$ cat src/rtl/common_fifo_1w2r_pkg.sv
// Shared constants and helpers for the 1-write / 2-read FIFO.
// Pointers carry one extra wrap bit above the storage address.
package common_fifo_1w2r_pkg;

   localparam int DEF_DATA_WIDTH = 32;
   localparam int DEF_ADDR_WIDTH = 3;
   localparam int DEF_DEPTH      = 1 << DEF_ADDR_WIDTH;

   typedef logic [DEF_ADDR_WIDTH:0] fifo_ptr_t;

   function automatic int fifo_depth(input int addr_width);
      return 1 << addr_width;
   endfunction

   function automatic int ptr_width(input int addr_width);
      return addr_width + 1;
   endfunction

   function automatic int count_width(input int addr_width);
      return addr_width + 1;
   endfunction

endpackage

$ cat src/rtl/common_fifo_1w2r_ptrctl.sv
// Write/read pointer and occupancy bookkeeping for common_fifo_1w2r.
// Accept signals arrive already qualified; flush overrides everything.
module common_fifo_1w2r_ptrctl
   import common_fifo_1w2r_pkg::*;
#(
   parameter int FIFO_ADDR_WIDTH = DEF_ADDR_WIDTH
) (
   input  logic                       clk,
   input  logic                       reset,
   input  logic                       flush,
   input  logic                       push_acc,
   input  logic                       pop0_acc,
   input  logic                       pop1_acc,
   output logic [FIFO_ADDR_WIDTH-1:0] waddr,
   output logic [FIFO_ADDR_WIDTH-1:0] raddr,
   output logic [FIFO_ADDR_WIDTH:0]   count
);

   localparam int PW = ptr_width(FIFO_ADDR_WIDTH);
   localparam int CW = count_width(FIFO_ADDR_WIDTH);

   typedef logic [PW-1:0] ptr_t;

   ptr_t wptr;
   ptr_t rptr;
   ptr_t rstep;

   assign rstep = PW'(pop0_acc) + PW'(pop1_acc);

   always_ff @(posedge clk or negedge reset) begin
      if (!reset) begin
         wptr  <= '0;
         rptr  <= '0;
         count <= '0;
      end else if (flush) begin
         wptr  <= '0;
         rptr  <= '0;
         count <= '0;
      end else begin
         wptr  <= wptr + PW'(push_acc);
         rptr  <= rptr + rstep;
         count <= count + CW'(push_acc) - CW'(pop0_acc) - CW'(pop1_acc);
      end
   end

   assign waddr = wptr[FIFO_ADDR_WIDTH-1:0];
   assign raddr = rptr[FIFO_ADDR_WIDTH-1:0];

endmodule

$ cat src/rtl/common_fifo_1w2r.sv
// DFF-based FIFO, one push and a dual-pop read side (head and head+1).
// Define COMMON_FIFO_1W2R_BYPASS_EN to let din fall through when nearly empty.
module common_fifo_1w2r
   import common_fifo_1w2r_pkg::*;
#(
   parameter int FIFO_DATA_WIDTH = DEF_DATA_WIDTH,
   parameter int FIFO_ADDR_WIDTH = DEF_ADDR_WIDTH
) (
   input  logic                       clk,
   input  logic                       reset,
   input  logic                       flush,
   input  logic                       push,
   input  logic [FIFO_DATA_WIDTH-1:0] din,
   output logic                       full,
   input  logic                       pop0,
   input  logic                       pop1,
   output logic [FIFO_DATA_WIDTH-1:0] dout0,
   output logic                       valid0,
   output logic [FIFO_DATA_WIDTH-1:0] dout1,
   output logic                       valid1,
   output logic [FIFO_ADDR_WIDTH:0]   count
);

   localparam int DEPTH = fifo_depth(FIFO_ADDR_WIDTH);
   localparam int CW    = count_width(FIFO_ADDR_WIDTH);

   logic [FIFO_DATA_WIDTH-1:0] mem [DEPTH];

   logic [FIFO_ADDR_WIDTH-1:0] waddr;
   logic [FIFO_ADDR_WIDTH-1:0] raddr;
   logic [FIFO_ADDR_WIDTH-1:0] raddr_next;
   logic                       push_acc;
   logic                       pop0_acc;
   logic                       pop1_acc;
   logic                       stored_v0;
   logic                       stored_v1;

   assign full       = (count == CW'(DEPTH));
   assign stored_v0  = (count != '0);
   assign stored_v1  = (count >= CW'(2));
   assign raddr_next = raddr + FIFO_ADDR_WIDTH'(1);

   assign push_acc = push & ~full;
   assign pop0_acc = pop0 & valid0;
   assign pop1_acc = pop1 & pop0 & valid1;

`ifdef COMMON_FIFO_1W2R_BYPASS_EN
   // A bypassed entry is still written and counted, so popping it in the
   // same cycle simply moves both pointers and leaves count alone.
   logic byp0;
   logic byp1;

   assign byp0 = push & ~flush & (count == CW'(0));
   assign byp1 = push & ~flush & (count == CW'(1));

   always_comb begin
      valid0 = stored_v0 | byp0;
      valid1 = stored_v1 | byp1;
      dout0  = '0;
      dout1  = '0;
      if (stored_v0)
         dout0 = mem[raddr];
      else if (byp0)
         dout0 = din;
      if (stored_v1)
         dout1 = mem[raddr_next];
      else if (byp1)
         dout1 = din;
   end
`else
   always_comb begin
      valid0 = stored_v0;
      valid1 = stored_v1;
      dout0  = stored_v0 ? mem[raddr]      : '0;
      dout1  = stored_v1 ? mem[raddr_next] : '0;
   end
`endif

   // Storage is deliberately left out of reset; valid gating hides stale data.
   always_ff @(posedge clk) begin
      if (push_acc && !flush)
         mem[waddr] <= din;
   end

   common_fifo_1w2r_ptrctl #(
      .FIFO_ADDR_WIDTH (FIFO_ADDR_WIDTH)
   ) u_ptrctl (
      .clk      (clk),
      .reset    (reset),
      .flush    (flush),
      .push_acc (push_acc),
      .pop0_acc (pop0_acc),
      .pop1_acc (pop1_acc),
      .waddr    (waddr),
      .raddr    (raddr),
      .count    (count)
   );

endmodule

$ cat config.mk
export PLATFORM = sky130hd
export DESIGN_NAME = common_fifo_1w2r
export DESIGN_NICKNAME = d
export VERILOG_FILES = /design/src/rtl/common_fifo_1w2r_pkg.sv /design/src/rtl/common_fifo_1w2r_ptrctl.sv /design/src/rtl/common_fifo_1w2r.sv
export SDC_FILE = /design/constraint.sdc
export NUM_CORES = 1
export LEC_CHECK = 0
export CAP_MARGIN = 5
export CORE_UTILIZATION = 38
export CTS_CLUSTER_SIZE = 16
export DETAILED_ROUTE_END_ITERATION = 10
export GPL_TIMING_DRIVEN = 1
export HOLD_SLACK_MARGIN = 0.06
export PLACE_DENSITY_LB_ADDON = 0.15
export SYNTH_ARGS = -nofsm -noshare
export SYNTH_HDL_FRONTEND = slang
export SYNTH_SLANG_ARGS = --single-unit
$ cat constraint.sdc
create_clock -name clk -period 4.39 [get_ports clk]
set_input_delay 0.6585 -clock clk [delete_from_list [all_inputs] [get_ports clk]]
set_output_delay 0.6585 -clock clk [all_outputs]
set_load 0.01 [all_outputs]
# Word level (Yosys, flattened, before mapping)
# Memories as Yosys holds them, arrays and structs flattened.
# Index checks and enable logic that the tools add are counted.
dict set report word_totals {
  word_cells 28
  mem_count 1
  reg_bits 12
  out_inout_bits 71
  mem_bits_rw 256
}
# memory depth width read_ports rd_clocked_by_memory_dff wr line
set mem_list {}
lappend mem_list {mem 8 32 2 0 1 common_fifo_1w2r.sv:27} ;# logic [FIFO_DATA_WIDTH-1:0] mem [DEPTH];
dict set report op_classes {
  n_reduce_logical 3
  add_sub_neg 7
  bitwise_logic 5
  eq_ne 1
  order_cmp 1
  n_mux 7
}
# op count
set op_table {}
lappend op_table {{2-to-1 mux 32 bit} 2}
lappend op_table {{2-to-1 mux 4 bit} 3}
lappend op_table {{adder 4 x 1 -> 4 bit} 2}
lappend op_table {{subtractor 4 x 1 -> 4 bit} 2}
lappend op_table {{adder 4 bit} 1}
lappend op_table {{AND 1 bit} 4}
lappend op_table {{== test 4 bit (second input constant)} 1}
lappend op_table {{>= comparator 4 x 2 -> 1 bit (second input constant)} 1}
lappend op_table {{nonzero test 4 bit} 1}
lappend op_table {{adder 3 x 1 -> 3 bit (second input constant)} 1}
lappend op_table {{adder 1 x 1 -> 2 bit} 1}
lappend op_table {{2-to-1 mux 1 bit} 2}
lappend op_table {{logical AND 1 bit} 1}
lappend op_table {{zero test 1 bit} 1}
lappend op_table {{NOT 1 bit} 1}

# Logic depth before layout (Yosys ltp)
# Gate-level depths: netlist of the first run.
dict set report logic_depth {
  word_depth 7
  depth_mapped 13
}

# Modules after synthesis
# Synthesis of the first run repeated with hierarchy kept, for this count alone.
dict set report hier_totals {
  hier_cells 556
  area_unflattened_um2 12117.9
}
# mod area_each_um2 seq_area_each_um2 instances cells_per_inst
set by_module_without_submodules {}
lappend by_module_without_submodules {common_fifo_1w2r 11612.4 7687.4 1 517}
lappend by_module_without_submodules {common_fifo_1w2r_ptrctl 505.5 250.2 1 39}

# Worst setup path after synthesis of the first run
# OpenSTA, ideal clock, no wires.
dict set report synth_path {
  path_type {flip-flop to flip-flop}
  from {register u_ptrctl.count[2]}
  to {memory mem[0][0] (netlist name) (enable)}
  slack_ns 0.257
  t_required_ns 3.929
  t_arrival_ns 3.672
  path_stages_with_launch 7
  period_less_slack_ns 4.133
  path_buffers 0
  setup_ns 0.461
  cell_sequence {dfrtp_1 -> inv_1 -> ha_1 -> or3b_1 -> inv_2 -> or4b_1 -> nor3_1}
}
dict set report synth_between {
  elab_chain_cells 6
}
# item line
set synth_rtl {}
lappend synth_rtl {{from (decl)} common_fifo_1w2r_ptrctl.sv:16} ;# output logic [FIFO_ADDR_WIDTH:0] count
lappend synth_rtl {{from (signal assigned)} common_fifo_1w2r_ptrctl.sv:42} ;# count <= count + CW'(push_acc) - CW'(pop0_acc) - CW'(pop1_acc);
lappend synth_rtl {{== test 4 bit} common_fifo_1w2r.sv:38} ;# assign full = (count == CW'(DEPTH));
lappend synth_rtl {{named net full} common_fifo_1w2r.sv:14} ;# output logic full,
lappend synth_rtl {{NOT 1 bit} common_fifo_1w2r.sv:43} ;# assign push_acc = push & ~full;
lappend synth_rtl {{AND 1 bit} common_fifo_1w2r.sv:43}
lappend synth_rtl {{logical AND 1 bit} common_fifo_1w2r.sv:81} ;# if (push_acc && !flush)
lappend synth_rtl {{2-to-1 mux 1 bit} common_fifo_1w2r.sv:81}
lappend synth_rtl {{2-to-1 mux 1 bit (not written as such)} common_fifo_1w2r.sv:82} ;# mem[waddr] <= din;
lappend synth_rtl {{to (decl)} common_fifo_1w2r.sv:27}
# The timed path passes the listed nets, and every way through them passes these cells.

# Worst setup path in the final report of the first run
dict set report layout_path {
  from {register u_ptrctl.rptr[1]}
  to {output dout1[29]}
}
dict set report layout_between {
  elab_chain_cells 3
}
# item line
set layout_rtl {}
lappend layout_rtl {{from (decl)} common_fifo_1w2r_ptrctl.sv:25} ;# ptr_t rptr;
lappend layout_rtl {{from (signal assigned)} common_fifo_1w2r_ptrctl.sv:41} ;# rptr <= rptr + rstep;
lappend layout_rtl {{adder 3 x 1 -> 3 bit} common_fifo_1w2r.sv:41} ;# assign raddr_next = raddr + FIFO_ADDR_WIDTH'(1);
lappend layout_rtl {{memory read (8 x 32 bit)} -}
lappend layout_rtl {{2-to-1 mux 32 bit} common_fifo_1w2r.sv:75} ;# dout1 = stored_v1 ? mem[raddr_next] : '0;
lappend layout_rtl {{to (decl)} common_fifo_1w2r.sv:19} ;# output logic [FIFO_DATA_WIDTH-1:0] dout1,
# Every way passes these cells.

==> results.md, run 1 <==
* Status: complete, no violations
* CTS tree: built
* Syn_area_per_cell at roughly 18 um2
* Final cycle utilization of the critical path at 0.912
* Pre-CTS WS at between 0.9 and 1 ns
* Synth Net Count at between 700 and 800
* Crit path buffers/inverters at 2
* Via count at 7,165
* Reg2reg path depth at 12
* Cell breakdown of the critical path: ha_4 -> xor2_1 -> and2_2 -> buf_4 -> a22o_1 -> clkdlybuf4s50_1
* Worst EP required at between 3 and 4 ns
* Worst-Skew Late Latency at between 0.5 and 0.6 ns
* Number of global-route vias before repair at ~7,700
* Synth top area share at 0.616
* Ys async rst share at 0.0376
* GRT Total Usage at 0.188
* Number of setup buffers added after CTS at 0
* DRC at 0
* Unique masters post-synth at 31
* Number of diodes at 0
* Synth Warn # at 0
* Worst Max-Slew Pin Slew at between 1 and 1.5 ns
* Mapped cell area at ~12,000 um2
* Seq cells post-synth at 266
* Area delta synth->final at 20.3%
* Setup_tns at 0 ns
* Top post-synthesis cells by count: edfxtp_1, mux2i_1, a22oi_1
* Top Ports at roughly 110
* Fin crit period at between 4 and 5 ns
* Width of the die at between 150 and 200 um
* Worst Skew at 0.0109 ns
* Setup violations, final at 0
* Register area at approximately 7900 um2
* VDD IR max at between 0.0004 and 0.0005 V
* Gr ovfl total at 0
* Slowest stage delay, CP at 0.63 ns
* Detailed Route WL at 31,100 um
* Clock buffer depth at 3
* RSZ-0062 raised after global routing: false
* Clk sinks at ~270
* Area of the multi-input gates at around 4200 um2
* CTS Root Cell: clkbuf_16
* Slew margin rel. at 0.233
* Crit-path max FO at 19
* Kind of critical path: flop to output port
* P per Cell Area at approximately 600 nW/um2
* IO Port Bufs at roughly 110
* Pre-Repair DR Iteration Count at 5
* Share of cells above drive strength 1 at 0.162
* Leak at roughly 4.9 nW
* Hold buffer count at cts at 0
* Die height at around 180 um
* Final core utilization at 0.463
* Sequential fraction of the synthesis area at 0.636
* Fmax at ~0.25 GHz
* Vias per cell at ~5.6
* Initial antenna violation count at 0
* Per-cell routed wire length at 24.3 um
* Nets@finish at approximately 870
* GPL Wtd Cong at 0.761
* EDFF count, synth at between 200 and 300
* TritonCTS buffer count at 30
* Hold Crit Class: input port to async pin
* Largest net degree at the start of global routing at between 150 and 200
* Gate Count Post-Synth at 708
* Final worst slack at approximately 0.39 ns
* Total of max-cap violations at 0
* CP Data Arrival Time at roughly 3.3 ns
* Fillers at ~2,800
* DRT antenna net count at 0
* DR iter-0 viols at 582
* Flop-to-flop setup slack at 1.07 ns
* Count leader, synth: edfxtp_1
* Count of pins over their slew limit at 0
* Final Hold Vio Count at 0
* Slowest CP cell: and2_2
* CTS H-Tree Depth at 1
* CP Launch Type: flop
* First-pass GRT wire length at between 40,000 and 50,000 um
* Crit. End Element: output port
* Leading area contributor after synthesis: edfxtp_1
* DPL Wire Length at approximately 19,000 um
* # resized after CTS at 0
* Clk pin slew, worst setup/hold paths at around 0.060 ns
* Starting density of the core at 0.385
* CP delay by family, top: buffers and inverters
* Core Region at approximately 32,000 um2
* Power, Total at 0.00907 W
* Largest cells by area after synthesis: edfxtp_1, mux4_2, mux2i_1
* Stages on worst setup path at 6
* Top_reg_cell synth: edfxtp_1
* Die area at about 34,000 um2
* Cell row count at 66
sequential cells by signal, indices dropped and copies added (netlist names):
register	cells
u_ptrctl.wptr	3
u_ptrctl.count	4
u_ptrctl.rptr	3
mem	256
area by class of cell:
cell class / count / share of cell area
Sequential cell: 266 / 0.529
Multi-Input combinational cell: 375 / 0.282
Timing Repair Buffer: 131 / 0.0852
Clock buffer: 40 / 0.0539
Tap cell: 442 / 0.0368
Clock inverter: 15 / 0.0100
Inverter: 12 / 0.00300
worst register-to-register path, stage by stage, from the launching register on:
cell and delay [ns]:
dfrtp_1 0.42, inv_1 0.10, ha_1 0.26, nand2_1 0.49, and2_1 0.40, fa_1 0.40
ha_1 0.28, inv_1 0.06, ha_1 0.13, inv_1 0.05, fa_1 0.40, xnor2_1 0.14
nor2_1 0.06
stage by stage:
step           instances  hold WS (ns)  instance area, um2
2_1_floorplan        708         0.363               12500
3_3_place_gp        1226         0.635               14100
3_5_place_dp        1226         0.668               14100
4_1_cts             1281         0.445               15000
5_1_grt             1281         0.477               15000
6_report            1281         0.451               15000
kinds of logic (layout without fill, tap and decap cells):
| family | Yosys count | count (layout) | synth area share |
|---|---|---|---|
| flip-flops | 266 | 266 | 0.636 |
| multiplexers | 192 | 192 | 0.220 |
| AO/OA/AOI/OAI | 97 | 97 | 0.0613 |
| AND/OR/NAND/NOR | 68 | 68 | 0.0313 |
| buffers and inverters | 67 | 198 | 0.0331 |
| adder cells (fa/ha/maj) | 14 | 14 | 0.0158 |
| XOR/XNOR | 4 | 4 | 0.00281 |
placed cells by master (no fill, tap or decap), drive strengths merged, types with 11 or more instances in the layout:
master / n
mux4: 64
a22oi: 64
buf: 23
edfxtp: 256
clkdlybuf4s50: 108
clkbuf: 40
mux2i: 128
ha: 11
clkinv: 11
nor2: 13
inv: 13
and3: 32
a22o: 32
report_power, final:
part	switching, W	internal [W]
logic	0.00180	0.00189
clock network	0.000961	0.00146
registers	0.0000644	0.00289
total	0.00282	0.00624
layer usage:
layer | routed length (um) | track usage
met1 | 13100 | 0.240
met2 | 15800 | 0.335
met3 | 1480 | 0.0252
met4 | 694 | 0.0533
met5 | 0 | 0
path summary, 6_finish.rpt:
check | startpoint | endpoint
worst min-delay path | reset | u_ptrctl.rptr[1]
worst max-delay path | u_ptrctl.rptr[1] | dout1[29]
min in group clk | u_ptrctl.wptr[0] | u_ptrctl.wptr[0]
max in group asynchronous | reset | u_ptrctl.rptr[0]
worst min register to register | u_ptrctl.wptr[0] | u_ptrctl.wptr[0]
worst max register to register | u_ptrctl.count[2] | u_ptrctl.count[3]
(Power assumes the default switching activity.)
==> run 2, diff against run 1 <==
- ABC_CLOCK_PERIOD_IN_PS: unset -> 4390
==> results of run 2 <==
Final layout, timing and power as in run 1 (identical DEF).
==> run 3, diff against run 2 <==
- CTS_BUF_LIST: unset -> sky130_fd_sc_hd__clkbuf_4
- CTS_CLUSTER_SIZE: 16 -> unset
- DONT_BUFFER_PORTS: unset -> 1
==> run 3 against run 2 <==
  * Sequential share of layout area up 2.9 points
  * Final area down 5.2%
  * Non-clock buffer count down 76
  * Fmax up 5.2%
  * Count of clock-buffer cells in the layout up 65
  * Routed wire length up 2.0%
  * Highest routed layer is now met5
  * Flip-flop and latch count unchanged
  * Register-to-register slack better by 0.22 ns
  * Critical path depth down 3
==> results.md, run 3 (synthesis results as in run 1) <==
* Status: complete, no violations
* Clk pin slew, worst setup/hold paths at 0.07 ns
* Width of the die at between 150 and 200 um
* Final core utilization at 0.439
* CP Data Arrival Time at roughly 3.2 ns
* Number of global-route vias before repair at approximately 7,700
* GRT Total Usage at 0.194
* Cell row count at between 60 and 70
* Starting density of the core at 0.385
* RSZ-0062 raised after global routing: false
* Max FFs per register at 256
* Per-cell routed wire length at approximately 25 um
* Detailed Route WL at 31,700 um
* R2R Path End: mem[2][11]
* FF-to-FF Start: u_ptrctl.count[2]
* Die area at ~34,000 um2
* Fin crit period at between 3 and 4 ns
* P per Cell Area at 575 nW/um2
* Fillers at around 2,900
* Core Region at approximately 32,000 um2
* Final worst slack at 0.585 ns
* Final Hold Vio Count at 0
* Most frequent cells in the layout: edfxtp_1, mux2i_1, clkbuf_4
* Pre-Repair DR Iteration Count at 5
* Clk sinks at ~270
* Worst-Skew Late Latency at slightly above 0.7 ns
* Top Ports at about 110
* Post-DP Area at 12,900 um2
* Clock buffer depth at 3
* # resized after CTS at 0
* Worst EP required at ~3.7 ns
* Worst Max-Slew Pin Slew at roughly 1.2 ns
* Vias per cell at about 5.6
* Initial antenna violation count at 2
* Slew margin rel. at 0.172
* Kind of critical path: flop to output port
* CTS tree: built
* VDD IR max at around 0.00046 V
* Largest net degree at the start of global routing at 157
* First-pass GRT wire length at between 40,000 and 50,000 um
* Number of setup buffers added after CTS at 0
* Leading cell type in the layout, fill and taps excluded: edfxtp_1
* Register area at 7940 um2
* DRT antenna net count at 0
* Setup violations, final at 0
* IO Port Bufs at 0
* Setup_tns at 0 ns
* Crit. End Element: output port
* Flop-to-flop setup slack at approximately 1.3 ns
* Leak at 4.67 nW
* Post-route cell area at roughly 14,000 um2
* DRC at 0
* Final cycle utilization of the critical path at 0.867
* Worst Skew at ~0.03 ns
* GPL Wtd Cong at approximately 0.73
* Power, Total at about 0.0082 W
* Hold Crit Class: input port to async pin
* CP Launch Point: u_ptrctl.rptr[0]
* Nets@finish at 836
* CTS H-Tree Depth at 3
* CP Launch Type: flop
* Die height at 183 um
* DR iter-0 viols at 526
* Via count at just over 7,000
* CTS Root Cell: clkbuf_4
* DPL Wire Length at 18,600 um
* TritonCTS buffer count at 74
* Crit-path max FO at between 150 and 200
* Top reg by flops: mem
* Pre-CTS WS at 1.29 ns
* Gr ovfl total at 0
* Count of pins over their slew limit at 0
* Reg2reg path depth at 7
* Area of the multi-input gates at 4240 um2
* Fmax at 0.263 GHz
* Share of cells above drive strength 1 at 0.248
* Area delta synth->final at 14.0%
* Total of max-cap violations at 0
* Largest regs: mem x256, u_ptrctl.count x4
[run 3: cell types whose count changed in the layout (fill, tap and decap cells not counted), sizes merged]
cell,previous run,this run
dlygate4sd3,0,34
inv,13,15
clkdlybuf4s50,108,0
diode,0,1
clkbuf,40,105
clkinv,11,14
buf,23,21
[run 3: timing repair]
action,4_1_cts,5_1_grt
endpoints found under the hold margin,276,0
hold buffers,34,0
endpoints found under the setup margin,0,0
[run 3: metal layers]
metal  vias to the layer above  global-route usage  share of wire
met2                       233               0.319           0.49
met1                      3696               0.237           0.41
met3                        81              0.0518          0.062
met5                         -                   0        0.00044
met4                         2              0.0953          0.034
li1                       3126                   -              -
[run 3: worst max-delay path by stage]
stage / end / slack, ns / depth (start not counted)
floorplan: mem[0][0] / 0.26 / 6
global placement: dout1[5] / 1.34 / 4
detailed placement: mem[2][5] / 1.29 / 7
CTS: dout1[11] / 0.51 / 4
global route: dout1[7] / 0.46 / 4
finish: dout1[15] / 0.58 / 3
[run 3: critical path, cell delays in order (launching register included)]
cell     delay [ns]
dfrtp_4        0.45
buf_12         0.65
mux4_1         0.76
a22o_1         0.27
[run 3: through the flow]
stage / hold slack [ns] / cells
finish: 0.359 / 1276
global route: 0.344 / 1276
CTS: 0.295 / 1275
detailed placement: 0.363 / 1116
global placement: 0.363 / 1116
floorplan: 0.363 / 708
[run 3: power by group]
group / total [W] / switching [W] / internal (W)
clock: 0.00230 / 0.00103 / 0.00127
combinational: 0.00292 / 0.00170 / 0.00122
sequential: 0.00296 / 0.0000756 / 0.00289
total: 0.00818 / 0.00280 / 0.00538
[run 3: final cells by class]
type,instances,area share
sequential,266,0.558
clock inverter,20,0.0108
timing repair buffer,55,0.0359
multi-input combinational,375,0.298
tap,442,0.0389
antenna,1,0.000176
clock buffer,105,0.0554
inverter,12,0.00316
